**src/rtl/sysctrl_pkg.sv**
```systemverilog
// sysctrl_pkg
// Shared definitions for the MCU system-control byte protocol: command codes,
// status signature bytes, host and boot sequencer state types, and the boot
// ROM contents used by sysctrl_host_boot (SYSCTRL_HOST_BOOT_EN builds).
package sysctrl_pkg;

  localparam logic [7:0] CMD_STATUS   = 8'd0;
  localparam logic [7:0] CMD_LED      = 8'd1;
  localparam logic [7:0] CMD_COLOR    = 8'd2;
  localparam logic [7:0] CMD_BUTTONS  = 8'd3;
  localparam logic [7:0] CMD_CONFIG   = 8'd4;
  localparam logic [7:0] CMD_INT_CTRL = 8'd5;
  localparam logic [7:0] CMD_INT_SRC  = 8'd6;
  localparam logic [7:0] CMD_PORT     = 8'd7;
  localparam logic [7:0] CMD_MENU     = 8'd8;

  localparam logic [7:0] STATUS_SIG0  = 8'h5C;
  localparam logic [7:0] STATUS_SIG1  = 8'h42;

  typedef enum logic [2:0] {
    S_IDLE,
    S_CMD,
    S_WAIT,
    S_FETCH,
    S_BYTE,
    S_DONE
  } host_state_t;

  typedef enum logic [2:0] {
    BT_START,
    BT_REQ,
    BT_XFER,
    BT_OK,
    BT_FAIL
  } boot_state_t;

  // One boot request: command, payload length, first payload ROM index.
  typedef struct packed {
    logic [7:0] cmd;
    logic [3:0] len;
    logic [2:0] base;
  } boot_step_t;

  localparam logic [1:0] BOOT_LAST_STEP = 2'd2;

  function automatic boot_step_t boot_step(input logic [1:0] idx);
    boot_step_t s;
    case (idx)
      2'd0:    s = '{cmd: CMD_STATUS,   len: 4'd3, base: 3'd0};
      2'd1:    s = '{cmd: CMD_CONFIG,   len: 4'd2, base: 3'd3};
      default: s = '{cmd: CMD_INT_CTRL, len: 4'd1, base: 3'd5};
    endcase
    return s;
  endfunction

  // Flattened payload ROM: status probe {0,0,0}, release reset {"R",0},
  // ack coldboot interrupt {1}.
  function automatic logic [7:0] boot_payload(input logic [2:0] idx);
    logic [7:0] b;
    case (idx)
      3'd3:    b = 8'h52;
      3'd5:    b = 8'h01;
      default: b = 8'h00;
    endcase
    return b;
  endfunction

endpackage

```
**src/rtl/sysctrl_host_boot.sv**
```systemverilog
// sysctrl_host_boot
// ROM-driven boot sequencer, built only with SYSCTRL_HOST_BOOT_EN. After reset
// it probes the responder status signature, then releases the system reset
// and acks the coldboot interrupt. It drives the host core's request/payload
// inputs while o_active is high.
// Ports:
//   clk, reset                      clock, synchronous active-high reset
//   i_req_ready, i_tx_ready         core handshakes
//   i_rx_valid, i_rx_data, i_done   core response stream / completion
//   o_active                        sequencer owns the core inputs
//   o_req_*, o_tx_*                 request and payload towards the core
//   o_boot_ok, o_boot_fail          final sequence result
module sysctrl_host_boot
  import sysctrl_pkg::*;
(
  input  logic       clk,
  input  logic       reset,
  input  logic       i_req_ready,
  input  logic       i_tx_ready,
  input  logic       i_rx_valid,
  input  logic [7:0] i_rx_data,
  input  logic       i_done,
  output logic       o_active,
  output logic       o_req_valid,
  output logic [7:0] o_req_cmd,
  output logic [3:0] o_req_len,
  output logic       o_tx_valid,
  output logic [7:0] o_tx_data,
  output logic       o_boot_ok,
  output logic       o_boot_fail
);

  boot_state_t r_state;
  logic [1:0]  r_step;
  logic [2:0]  r_pidx;
  logic [3:0]  r_left;
  logic [1:0]  r_rx_idx;
  logic        r_mismatch;
  logic        r_active;
  logic        r_req_valid;
  logic [7:0]  r_req_cmd;
  logic [3:0]  r_req_len;
  logic        r_tx_valid;
  logic [7:0]  r_tx_data;
  logic        r_boot_ok;
  logic        r_boot_fail;

  boot_step_t  w_step;
  logic        w_bad;

  assign w_step = boot_step(r_step);

  // Only the first two status bytes carry the signature.
  always_comb begin
    w_bad = 1'b0;
    if (i_rx_valid && r_step == 2'd0) begin
      if (r_rx_idx == 2'd0 && i_rx_data != STATUS_SIG0) w_bad = 1'b1;
      if (r_rx_idx == 2'd1 && i_rx_data != STATUS_SIG1) w_bad = 1'b1;
    end
  end

  always_ff @(posedge clk) begin
    if (reset) begin
      r_state     <= BT_START;
      r_step      <= '0;
      r_pidx      <= '0;
      r_left      <= '0;
      r_rx_idx    <= '0;
      r_mismatch  <= 1'b0;
      r_active    <= 1'b1;
      r_req_valid <= 1'b0;
      r_req_cmd   <= '0;
      r_req_len   <= '0;
      r_tx_valid  <= 1'b0;
      r_tx_data   <= '0;
      r_boot_ok   <= 1'b0;
      r_boot_fail <= 1'b0;
    end else begin
      case (r_state)
        BT_START: begin
          r_req_valid <= 1'b1;
          r_req_cmd   <= w_step.cmd;
          r_req_len   <= w_step.len;
          r_pidx      <= w_step.base;
          r_left      <= w_step.len;
          r_rx_idx    <= '0;
          r_mismatch  <= 1'b0;
          r_state     <= BT_REQ;
        end
        BT_REQ: begin
          if (i_req_ready) begin
            r_req_valid <= 1'b0;
            r_tx_valid  <= (r_left != '0);
            r_tx_data   <= boot_payload(r_pidx);
            r_state     <= BT_XFER;
          end
        end
        BT_XFER: begin
          if (r_tx_valid && i_tx_ready) begin
            r_pidx    <= r_pidx + 3'd1;
            r_left    <= r_left - 4'd1;
            r_tx_data <= boot_payload(r_pidx + 3'd1);
            if (r_left == 4'd1) r_tx_valid <= 1'b0;
          end
          if (i_rx_valid) begin
            r_rx_idx <= r_rx_idx + 2'd1;
            if (w_bad) r_mismatch <= 1'b1;
          end
          if (i_done) begin
            if (r_step == 2'd0 && (r_mismatch || w_bad)) begin
              r_boot_fail <= 1'b1;
              r_active    <= 1'b0;
              r_state     <= BT_FAIL;
            end else if (r_step == BOOT_LAST_STEP) begin
              r_boot_ok <= 1'b1;
              r_active  <= 1'b0;
              r_state   <= BT_OK;
            end else begin
              r_step  <= r_step + 2'd1;
              r_state <= BT_START;
            end
          end
        end
        BT_OK:   r_state <= BT_OK;
        BT_FAIL: r_state <= BT_FAIL;
        default: r_state <= BT_FAIL;
      endcase
    end
  end

  assign o_active    = r_active;
  assign o_req_valid = r_req_valid;
  assign o_req_cmd   = r_req_cmd;
  assign o_req_len   = r_req_len;
  assign o_tx_valid  = r_tx_valid;
  assign o_tx_data   = r_tx_data;
  assign o_boot_ok   = r_boot_ok;
  assign o_boot_fail = r_boot_fail;

endmodule

```
**src/rtl/sysctrl_host.sv**
```systemverilog
// sysctrl_host
// FPGA-side initiator for the MCU system-control byte protocol. Emits a start
// strobe with the command byte, then one strobe per payload byte, and returns
// the responder's data_out byte sampled GAP cycles after each payload strobe.
// Optional boot sequencer: define SYSCTRL_HOST_BOOT_EN.
// Parameters: GAP (2..255) cycles from strobe to data_out sample point.
// Ports:
//   clk, reset                         clock, synchronous active-high reset
//   req_valid/req_ready/req_cmd/req_len request handshake (ready in IDLE only)
//   tx_valid/tx_ready/tx_data           payload byte stream
//   rx_valid/rx_data/rx_last            response byte stream
//   done, busy                          completion pulse, non-IDLE status
//   data_in_strobe/data_in_start/data_in  byte stream to the responder
//   data_out, int_out_n                 responder return byte and interrupt
//   irq_pending                         int_out_n synchronised and inverted
//   boot_ok, boot_fail                  boot result (boot build only)
module sysctrl_host
  import sysctrl_pkg::*;
#(
  parameter int unsigned GAP = 4
) (
  input  logic       clk,
  input  logic       reset,
  input  logic       req_valid,
  output logic       req_ready,
  input  logic [7:0] req_cmd,
  input  logic [3:0] req_len,
  input  logic       tx_valid,
  output logic       tx_ready,
  input  logic [7:0] tx_data,
  output logic       rx_valid,
  output logic [7:0] rx_data,
  output logic       rx_last,
  output logic       done,
  output logic       busy,
  output logic       data_in_strobe,
  output logic       data_in_start,
  output logic [7:0] data_in,
  input  logic [7:0] data_out,
  input  logic       int_out_n,
  output logic       irq_pending
`ifdef SYSCTRL_HOST_BOOT_EN
  ,
  output logic       boot_ok,
  output logic       boot_fail
`endif
);

  localparam logic [7:0] GAP_LOAD = 8'(GAP - 1);

  host_state_t r_state;
  logic [3:0]  r_len;
  logic [3:0]  r_cnt;
  logic [7:0]  r_gap;
  logic        r_req_ready;
  logic        r_rx_valid;
  logic [7:0]  r_rx_data;
  logic        r_rx_last;
  logic        r_done;
  logic        r_busy;
  logic        r_strobe;
  logic        r_start;
  logic [7:0]  r_data_in;
  logic        r_irq_meta;
  logic        r_irq_pending;

  logic        w_req_valid;
  logic [7:0]  w_req_cmd;
  logic [3:0]  w_req_len;
  logic        w_tx_valid;
  logic [7:0]  w_tx_data;
  logic        w_tx_ready;

  assign w_tx_ready = (r_state == S_FETCH) && w_tx_valid;

`ifdef SYSCTRL_HOST_BOOT_EN
  logic       w_boot_active;
  logic       w_boot_req_valid;
  logic [7:0] w_boot_req_cmd;
  logic [3:0] w_boot_req_len;
  logic       w_boot_tx_valid;
  logic [7:0] w_boot_tx_data;

  sysctrl_host_boot u_boot (
    .clk         (clk),
    .reset       (reset),
    .i_req_ready (r_req_ready),
    .i_tx_ready  (w_tx_ready),
    .i_rx_valid  (r_rx_valid),
    .i_rx_data   (r_rx_data),
    .i_done      (r_done),
    .o_active    (w_boot_active),
    .o_req_valid (w_boot_req_valid),
    .o_req_cmd   (w_boot_req_cmd),
    .o_req_len   (w_boot_req_len),
    .o_tx_valid  (w_boot_tx_valid),
    .o_tx_data   (w_boot_tx_data),
    .o_boot_ok   (boot_ok),
    .o_boot_fail (boot_fail)
  );

  assign w_req_valid = w_boot_active ? w_boot_req_valid : req_valid;
  assign w_req_cmd   = w_boot_active ? w_boot_req_cmd   : req_cmd;
  assign w_req_len   = w_boot_active ? w_boot_req_len   : req_len;
  assign w_tx_valid  = w_boot_active ? w_boot_tx_valid  : tx_valid;
  assign w_tx_data   = w_boot_active ? w_boot_tx_data   : tx_data;
  assign req_ready   = r_req_ready && !w_boot_active;
  assign tx_ready    = w_tx_ready  && !w_boot_active;
`else
  assign w_req_valid = req_valid;
  assign w_req_cmd   = req_cmd;
  assign w_req_len   = req_len;
  assign w_tx_valid  = tx_valid;
  assign w_tx_data   = tx_data;
  assign req_ready   = r_req_ready;
  assign tx_ready    = w_tx_ready;
`endif

  // Outputs are registered on the transition into the state they belong to,
  // so strobe is high during CMD/BYTE and done is high during DONE.
  always_ff @(posedge clk) begin
    if (reset) begin
      r_state     <= S_IDLE;
      r_len       <= '0;
      r_cnt       <= '0;
      r_gap       <= '0;
      r_req_ready <= 1'b1;
      r_rx_valid  <= 1'b0;
      r_rx_data   <= '0;
      r_rx_last   <= 1'b0;
      r_done      <= 1'b0;
      r_busy      <= 1'b0;
      r_strobe    <= 1'b0;
      r_start     <= 1'b0;
      r_data_in   <= '0;
    end else begin
      r_strobe   <= 1'b0;
      r_start    <= 1'b0;
      r_rx_valid <= 1'b0;
      r_rx_last  <= 1'b0;
      r_done     <= 1'b0;
      case (r_state)
        S_IDLE: begin
          if (w_req_valid) begin
            r_len       <= w_req_len;
            r_cnt       <= '0;
            r_data_in   <= w_req_cmd;
            r_strobe    <= 1'b1;
            r_start     <= 1'b1;
            r_req_ready <= 1'b0;
            r_busy      <= 1'b1;
            r_state     <= S_CMD;
          end
        end
        S_CMD: begin
          r_gap   <= GAP_LOAD;
          r_state <= S_WAIT;
        end
        S_WAIT: begin
          if (r_gap == '0) begin
            // A non-zero count means the last strobe carried payload byte r_cnt.
            if (r_cnt != '0) begin
              r_rx_data  <= data_out;
              r_rx_valid <= 1'b1;
              r_rx_last  <= (r_cnt == r_len);
            end
            if (r_cnt < r_len) begin
              r_state <= S_FETCH;
            end else begin
              r_done  <= 1'b1;
              r_state <= S_DONE;
            end
          end else begin
            r_gap <= r_gap - 8'd1;
          end
        end
        S_FETCH: begin
          if (w_tx_valid) begin
            r_data_in <= w_tx_data;
            r_strobe  <= 1'b1;
            r_state   <= S_BYTE;
          end
        end
        S_BYTE: begin
          r_cnt   <= r_cnt + 4'd1;
          r_gap   <= GAP_LOAD;
          r_state <= S_WAIT;
        end
        S_DONE: begin
          r_req_ready <= 1'b1;
          r_busy      <= 1'b0;
          r_state     <= S_IDLE;
        end
        default: begin
          r_req_ready <= 1'b1;
          r_busy      <= 1'b0;
          r_state     <= S_IDLE;
        end
      endcase
    end
  end

  always_ff @(posedge clk) begin
    if (reset) begin
      r_irq_meta    <= 1'b0;
      r_irq_pending <= 1'b0;
    end else begin
      r_irq_meta    <= !int_out_n;
      r_irq_pending <= r_irq_meta;
    end
  end

  assign rx_valid       = r_rx_valid;
  assign rx_data        = r_rx_data;
  assign rx_last        = r_rx_last;
  assign done           = r_done;
  assign busy           = r_busy;
  assign data_in_strobe = r_strobe;
  assign data_in_start  = r_start;
  assign data_in        = r_data_in;
  assign irq_pending    = r_irq_pending;

endmodule
```
**config.mk**
```make
export PLATFORM = sky130hd
export DESIGN_NAME = sysctrl_host
export DESIGN_NICKNAME = d
export VERILOG_FILES = /design/src/rtl/sysctrl_pkg.sv /design/src/rtl/sysctrl_host_boot.sv /design/src/rtl/sysctrl_host.sv
export SDC_FILE = /design/constraint.sdc
export NUM_CORES = 1
export LEC_CHECK = 0
export ABC_AREA = 1
export BUFFER_PORTS_ARGS = -buffer_cell sky130_fd_sc_hd__buf_2
export CAP_MARGIN = 40
export CORE_ASPECT_RATIO = 1.75
export CORE_MARGIN = 5
export CORE_UTILIZATION = 46
export DETAILED_ROUTE_END_ITERATION = 12
export GPL_TIMING_DRIVEN = 1
export HOLD_SLACK_MARGIN = 0.03
export PLACE_DENSITY = 0.75
export SLEW_MARGIN = 20
export SYNTH_ARGS = -nofsm -noshare
export SYNTH_HDL_FRONTEND = slang
export SYNTH_SLANG_ARGS = --single-unit
```
**constraint.sdc**
```tcl
create_clock -name clk -period 1.2 [get_ports clk]
set_input_delay 0.18 -clock clk [delete_from_list [all_inputs] [get_ports clk]]
set_output_delay 0.18 -clock clk [all_outputs]
set_load 0.05 [all_outputs]
```
==> results.sh, run 1 <==
export IMPL_core_area_um2=4400
export IMPL_grt_max_degree=19
export IMPL_drive_gt1_share_pct=50.0
export IMPL_placedCellCount=404
export IMPL_syn_inst=268
export IMPL_numCtsBuffers=5
export IMPL_worst_slew_pin_slew_ns=0.318
export IMPL_required_ns=1.37
export IMPL_rows=32
export IMPL_post_route_drc_count=0
export IMPL_clk_path_buf_depth=2
export IMPL_die_area_um2=5990
export IMPL_crit_chain="inv_2, ha_4, nand2_4, nor2_4, buf_12, nor2_4, a21oi_1, a21oi_1"
export IMPL_portBuffers=57
export IMPL_yosysTopAreaCellShare_pct=42.6
export IMPL_yosysSeqAreaShare_pct=42.6
export IMPL_syn_area_per_cell_um2=7.71
export IMPL_cap_violations=0
export IMPL_arrival_ns=1.52
export IMPL_nets=418
export IMPL_synth_seq_cells=44
export IMPL_syn_area_um2=2070
export IMPL_preCtsSetupSlack_ns=-0.155
export IMPL_place_gp_congestion=0.843
export IMPL_hold_viol_final=0
export IMPL_violations="setup timing"
export IMPL_outcome="finished, violations left"
export IMPL_post_route_period_util_pct=112
export IMPL_hpwl_um=3880
export IMPL_finalSetupViolCount=41
export IMPL_htreeDepth=2
export IMPL_grt_overflow_total=0
export IMPL_synth_area_leaders="dfxtp_1 (43%), nand2_1 (8.5%), inv_1 (6.9%)"
export IMPL_chipWidth_um=60.7
export IMPL_rsz0062_at_grt="yes"
export IMPL_num_antenna_cells=0
export IMPL_start_util_pct=46.9
export IMPL_clkSlewWorstSetupHoldPaths_ns=0.08
export IMPL_boundaryPins=58
export IMPL_detail_route_antenna_nets=0
export IMPL_grt_pass1_wl_um=8710
export IMPL_crit_fanout=5
export IMPL_grt_pass1_vias=2059
export IMPL_slowest_stage="dfxtp_2"
export IMPL_drt_wirelength_per_cell_um=13.8
export IMPL_fin_util_pct=72.1
export IMPL_die_h_um=98.7
export IMPL_viasPerCell=5.19
export IMPL_layout_common_cells="buf_2 (56), buf_4 (41), nand2_1 (37), dfxtp_1 (37), inv_1 (32)"
export IMPL_end_kind="flip-flop"
export IMPL_clk_latency_ns=0.30
export IMPL_finClkSkew_ns=0.00795
export IMPL_yosysWarnings=0
export IMPL_final_max_slew_viol_count=0
export IMPL_syn_nets=309
export IMPL_relSlewSlack_pct=78.6
export IMPL_fin_ws_ns=-0.148
export IMPL_cts_sinks=44
export IMPL_ir_worst_vdd_v=0.00157
export IMPL_synth_top_area_cell="dfxtp_1"
export IMPL_syn2layout_area_growth_pct=53.6
export IMPL_fillers=336
export IMPL_powerDensity_nw_per_um2=2200
export IMPL_final_seq_area_um2=895
export IMPL_firstDrtPassIters=4
export IMPL_clockRootBuffer="clkbuf_8"
export IMPL_post_route_min_period_ns=1.35
export IMPL_cts_tree="built"
export IMPL_grt_usage_pct=18.7
export IMPL_vias=2228
export IMPL_critPathKind="reg -> reg"
export IMPL_cp_start_kind="flip-flop"
export IMPL_power_mw=6.98
export IMPL_cpPeakStageDelay_ns=0.33
export IMPL_fin_cells=429
export IMPL_min_path_type="in -> reg"
export IMPL_multi_input_comb_area_um2=1200
export IMPL_synth_cell_type_count=27
export IMPL_fmax_mhz=742
export IMPL_drt_iter0_markers=89
export IMPL_antenna_found_initial=0
export IMPL_total_leakage_power_nw=1.46
export IMPL_layout_commonest_cell="buf_2"
export IMPL_drt_total_wl_um=5910
==> critical path, delay by kind of cell, from the launching register on <==
kind                     cells  cell delay [ns]
AND/OR/NAND/NOR              3             0.24
buffers and inverters        2             0.20
flip-flops                   1             0.33
AO/OA/AOI/OAI                2             0.31
adder cells (fa/ha/maj)      1             0.14
==> through the flow <==
| stage | setup TNS (ns) | area (um2) | hold WS, ns |
|---|---|---|---|
| after floorplan | -0.0790 | 2100 | 0.247 |
| after global placement | -2.19 | 2670 | 0.333 |
| after global routing | -6.21 | 3170 | 0.134 |
| final | -2.72 | 3170 | 0.133 |
| after detailed placement | -3.01 | 2670 | 0.335 |
| after CTS | -1.96 | 2990 | 0.124 |
==> report_power, final <==
part           total, mW  internal [mW]  switching [mW]
registers           1.94           1.76           0.188
logic               3.85           1.59            2.26
clock network       1.18          0.681           0.504
total               6.98           4.03            2.95
==> flip-flops by register name (all words and copies together), names as in the netlist, 3 cells and up <==
signal / cells
r_cnt: 4
r_state: 3
r_gap: 8
rx_data: 8
data_in: 8
r_len: 4
==> worst paths after layout <==
path / startpoint / end / slack (ns) / cells after the start
min reg2reg: r_irq_meta / irq_pending / 0.40 / 2
min: req_len[0] / r_len[0] / 0.13 / 3
max: r_gap[1] / r_state[1] / -0.15 / 8
max reg2reg: r_gap[1] / r_state[1] / -0.15 / 8
==> cell families (layout without fill, tap and decap cells) <==
kind of cell / after synthesis / count (layout) / synth area share [%]
AND/OR/NAND/NOR: 103 / 106 / 25.6
AO/OA/AOI/OAI: 63 / 63 / 16.2
XOR/XNOR: 2 / 2 / 0.848
adder cells (fa/ha/maj): 8 / 8 / 4.84
buffers and inverters: 48 / 155 / 9.93
flip-flops: 44 / 44 / 42.6
==> routing by layer <==
layer	track usage [%]	vias up	routed length (um)
li1	-	1102	-
met1	17.7	1048	2010
met2	35.9	63	3450
met3	3.15	15	287
met4	8.85	0	168
met5	0	-	0
==> what timing repair did <==
item / CTS / global route
gates resized for setup: 38 / 47
setup buffers: 10 / 4
gates cloned: 2 / 1
hold endpoints to repair: 1 / 0
pin swaps: 13 / 18
hold buffers: 1 / 0
setup endpoints to repair: 34 / 41
==> final cells by class <==
type	instances	area share [%]
multi-input cells	179	37.9
flip-flops and latches	44	28.2
repair buffers	108	23.0
inverters	39	5.05
clock buffers	6	2.60
well taps	51	2.01
clock inverters	2	1.22
==> synthesized netlist by cell type <==
cell type	number
nand2_1	47
dfxtp_1	44
inv_1	38
a21oi_1	28
o21ai_0	20
nand3_1	16
nor2_1	14
a31oi_1	8
ha_1	8
nand4_1	7
nor2_4	5
o21ai_1	4
buf_2	3
nand2_2	3
nor2_2	3
nor3_1	3
a21o_1	2
buf_1	2
buf_6	2
nand2_4	2
nand3_4	2
xor2_1	2
buf_4	1
clkbuf_1	1
inv_4	1
nand3_2	1
o21ai_2	1
No activity file was read; power rests on OpenSTA's default activity.
==> run 2, diff against run 1 <==
SETUP_SLACK_MARGIN = 0.5   (was unset)
==> results.sh, run 2 (synthesized netlist as in run 1, its figures left out) <==
export IMPL_cp_common_cell="buf_4"
export IMPL_layout_common_cells="buf_4 (47), dfxtp_2 (33), buf_2 (32), nand2_1 (29)"
export IMPL_comb_power_share_pct=62.0
export IMPL_p_clk_share_pct=13.6
export IMPL_drt_total_wl_um=9610
export IMPL_start_util_pct=46.9
export IMPL_timing_rr_end="done"
export IMPL_powerDensity_nw_per_um2=2240
export IMPL_antenna_found_initial=0
export IMPL_chipWidth_um=60.7
export IMPL_required_ns=1.42
export IMPL_crit_fanout=3
export IMPL_p_int_mw=4.81
export IMPL_ir_worst_vdd_v=0.00173
export IMPL_p_sw_mw=3.77
export IMPL_hpwl_um=4020
export IMPL_drt_wirelength_per_cell_um=21.7
export IMPL_die_area_um2=5990
export IMPL_clockRootBuffer="clkbuf_8"
export IMPL_drive_gt1_share_pct=68.9
export IMPL_tns_ns=-6.37
export IMPL_post_route_min_period_ns=1.45
export IMPL_die_h_um=98.7
export IMPL_cap_violations=0
export IMPL_clk_latency_ns=0.30
export IMPL_r2r_setup_slack_ns=-0.25
export IMPL_final_max_slew_viol_count=0
export IMPL_numCtsBuffers=5
export IMPL_grt_overflow_total=0
export IMPL_hold_viol_final=0
export IMPL_finalSetupViolCount=43
export IMPL_finClkSkew_ns=0.00513
export IMPL_layout_commonest_cell="buf_4"
export IMPL_htreeDepth=2
export IMPL_violations="setup timing"
export IMPL_post_route_drc_count=0
export IMPL_detail_route_antenna_nets=0
export IMPL_hp_start="req_len[1]"
export IMPL_place_gp_congestion=0.829
export IMPL_fin_ws_ns=-0.254
export IMPL_grt_usage_pct=27.4
export IMPL_clkSlewWorstSetupHoldPaths_ns=0.09
export IMPL_min_path_cells=3
export IMPL_core_area_um2=4400
export IMPL_drt_iter0_markers=257
export IMPL_arrival_ns=1.67
export IMPL_end_kind="flip-flop"
export IMPL_firstDrtPassIters=7
export IMPL_power_frac_seq_pct=24.4
export IMPL_reg2regPathDepth=8
export IMPL_vias=2592
export IMPL_slowest_stage="dfxtp_1"
export IMPL_grt_max_degree=19
export IMPL_relSlewSlack_pct=81.3
export IMPL_crit_chain="inv_1, ha_4, nand2_2, inv_2, nand2_4, buf_4, buf_4, a21oi_2"
export IMPL_grt_pass1_wl_um=12300
export IMPL_fmax_mhz=688
export IMPL_portBuffers=57
export IMPL_num_antenna_cells=0
export IMPL_hold_slack_ns=0.130
export IMPL_swShare_pct=43.9
export IMPL_critPathKind="reg -> reg"
export IMPL_cts_sinks=44
export IMPL_total_leakage_power_nw=1.64
export IMPL_nets=432
export IMPL_syn2layout_area_growth_pct=85.2
export IMPL_reg2reg_from="r_len[2]"
export IMPL_cpPeakStageDelay_ns=0.35
export IMPL_preCtsSetupSlack_ns=-0.169
export IMPL_hold_path_end="r_len[1]"
export IMPL_cts_tree="built"
export IMPL_grt_pass1_vias=2616
export IMPL_worst_slew_pin_slew_ns=0.278
export IMPL_rows=32
export IMPL_clk_path_buf_depth=2
export IMPL_cp_start_kind="flip-flop"
export IMPL_outcome="finished, violations left"
export IMPL_min_path_type="in -> reg"
export IMPL_post_route_period_util_pct=121
export IMPL_boundaryPins=58
export IMPL_rsz0062_at_grt="yes"
export IMPL_viasPerCell=5.85
run 2: cell count changes in the layout (fill, tap and decap cells not counted), moves of 6 or more:
cell,change
a21oi_1,-9
a21oi_2,+8
buf_8,+22
inv_1,-7
dfxtp_2,+28
buf_6,+7
buf_4,+6
dfxtp_1,-30
nand2_1,-8
buf_2,-24
run 2: metal layers:
metal	global-route usage (%)	vias to the layer above	routed length, um
li1	-	1136	-
met1	26.9	1217	3230
met2	50.8	173	5140
met3	4.72	66	640
met4	14.5	0	609
met5	0	-	0
run 2: area by class of cell:
cell class	count	area [um2]
clock buffer	6	72.6
clock inverter	2	35.0
fill	190	577
inverter	39	171
multi-input combinational	180	1440
sequential	44	937
tap	51	63.8
timing repair buffer	121	1100
run 2: worst max-delay path, delay by kind of cell, from the launching register on:
family                     cells  cell delay (ns)
adders and majority gates      1             0.27
DFF                            1             0.35
buffers and inverters          4             0.44
AOI/OAI and AO/OA              1             0.20
and+or+nand+nor                2             0.11
run 2: worst max path at each step:
stage / startpoint / end / slack, ns
after CTS: r_state[2] / tx_ready / -0.17
after detailed placement: r_gap[5] / rx_data[0] / -0.17
after global routing: r_gap[0] / r_gap[4] / -0.32
final: r_len[2] / done / -0.25
after floorplan: r_gap[3] / rx_data[5] / -0.05
after global placement: r_gap[5] / rx_data[4] / -0.14
run 2: what timing repair did:
action / 4_1_cts / 5_1_grt
gates resized for setup: 141 / 61
pin swaps: 13 / 36
buffers inserted: 11 / 21
setup endpoints to repair: 67 / 67
hold buffers: 1 / 0
gates cloned: 4 / 0
hold endpoints to repair: 1 / 0
run 2: power groups by stage:
stage | Sequential [mW] | Combinational, mW | Clock, mW
final | 2.09 | 5.32 | 1.17
after global routing | 2.12 | 5.60 | 1.24
after CTS | 2.03 | 4.17 | 1.16
after detailed placement | 2.00 | 2.96 | 0
after global placement | 2.00 | 2.90 | 0
after floorplan | 2.50 | 1.65 | 0
run 2: per-stage QoR:
stage                     power, mW  instance area, um2  utilization (%)  std cells
after global routing           8.96                3830             86.9        443
after detailed placement       4.96                2710             61.6        398
after CTS                      7.37                3450             78.3        422
after global placement         4.89                2710             61.6        398
after floorplan                4.15                2190                -        268
final                          8.58                3830             86.9        443
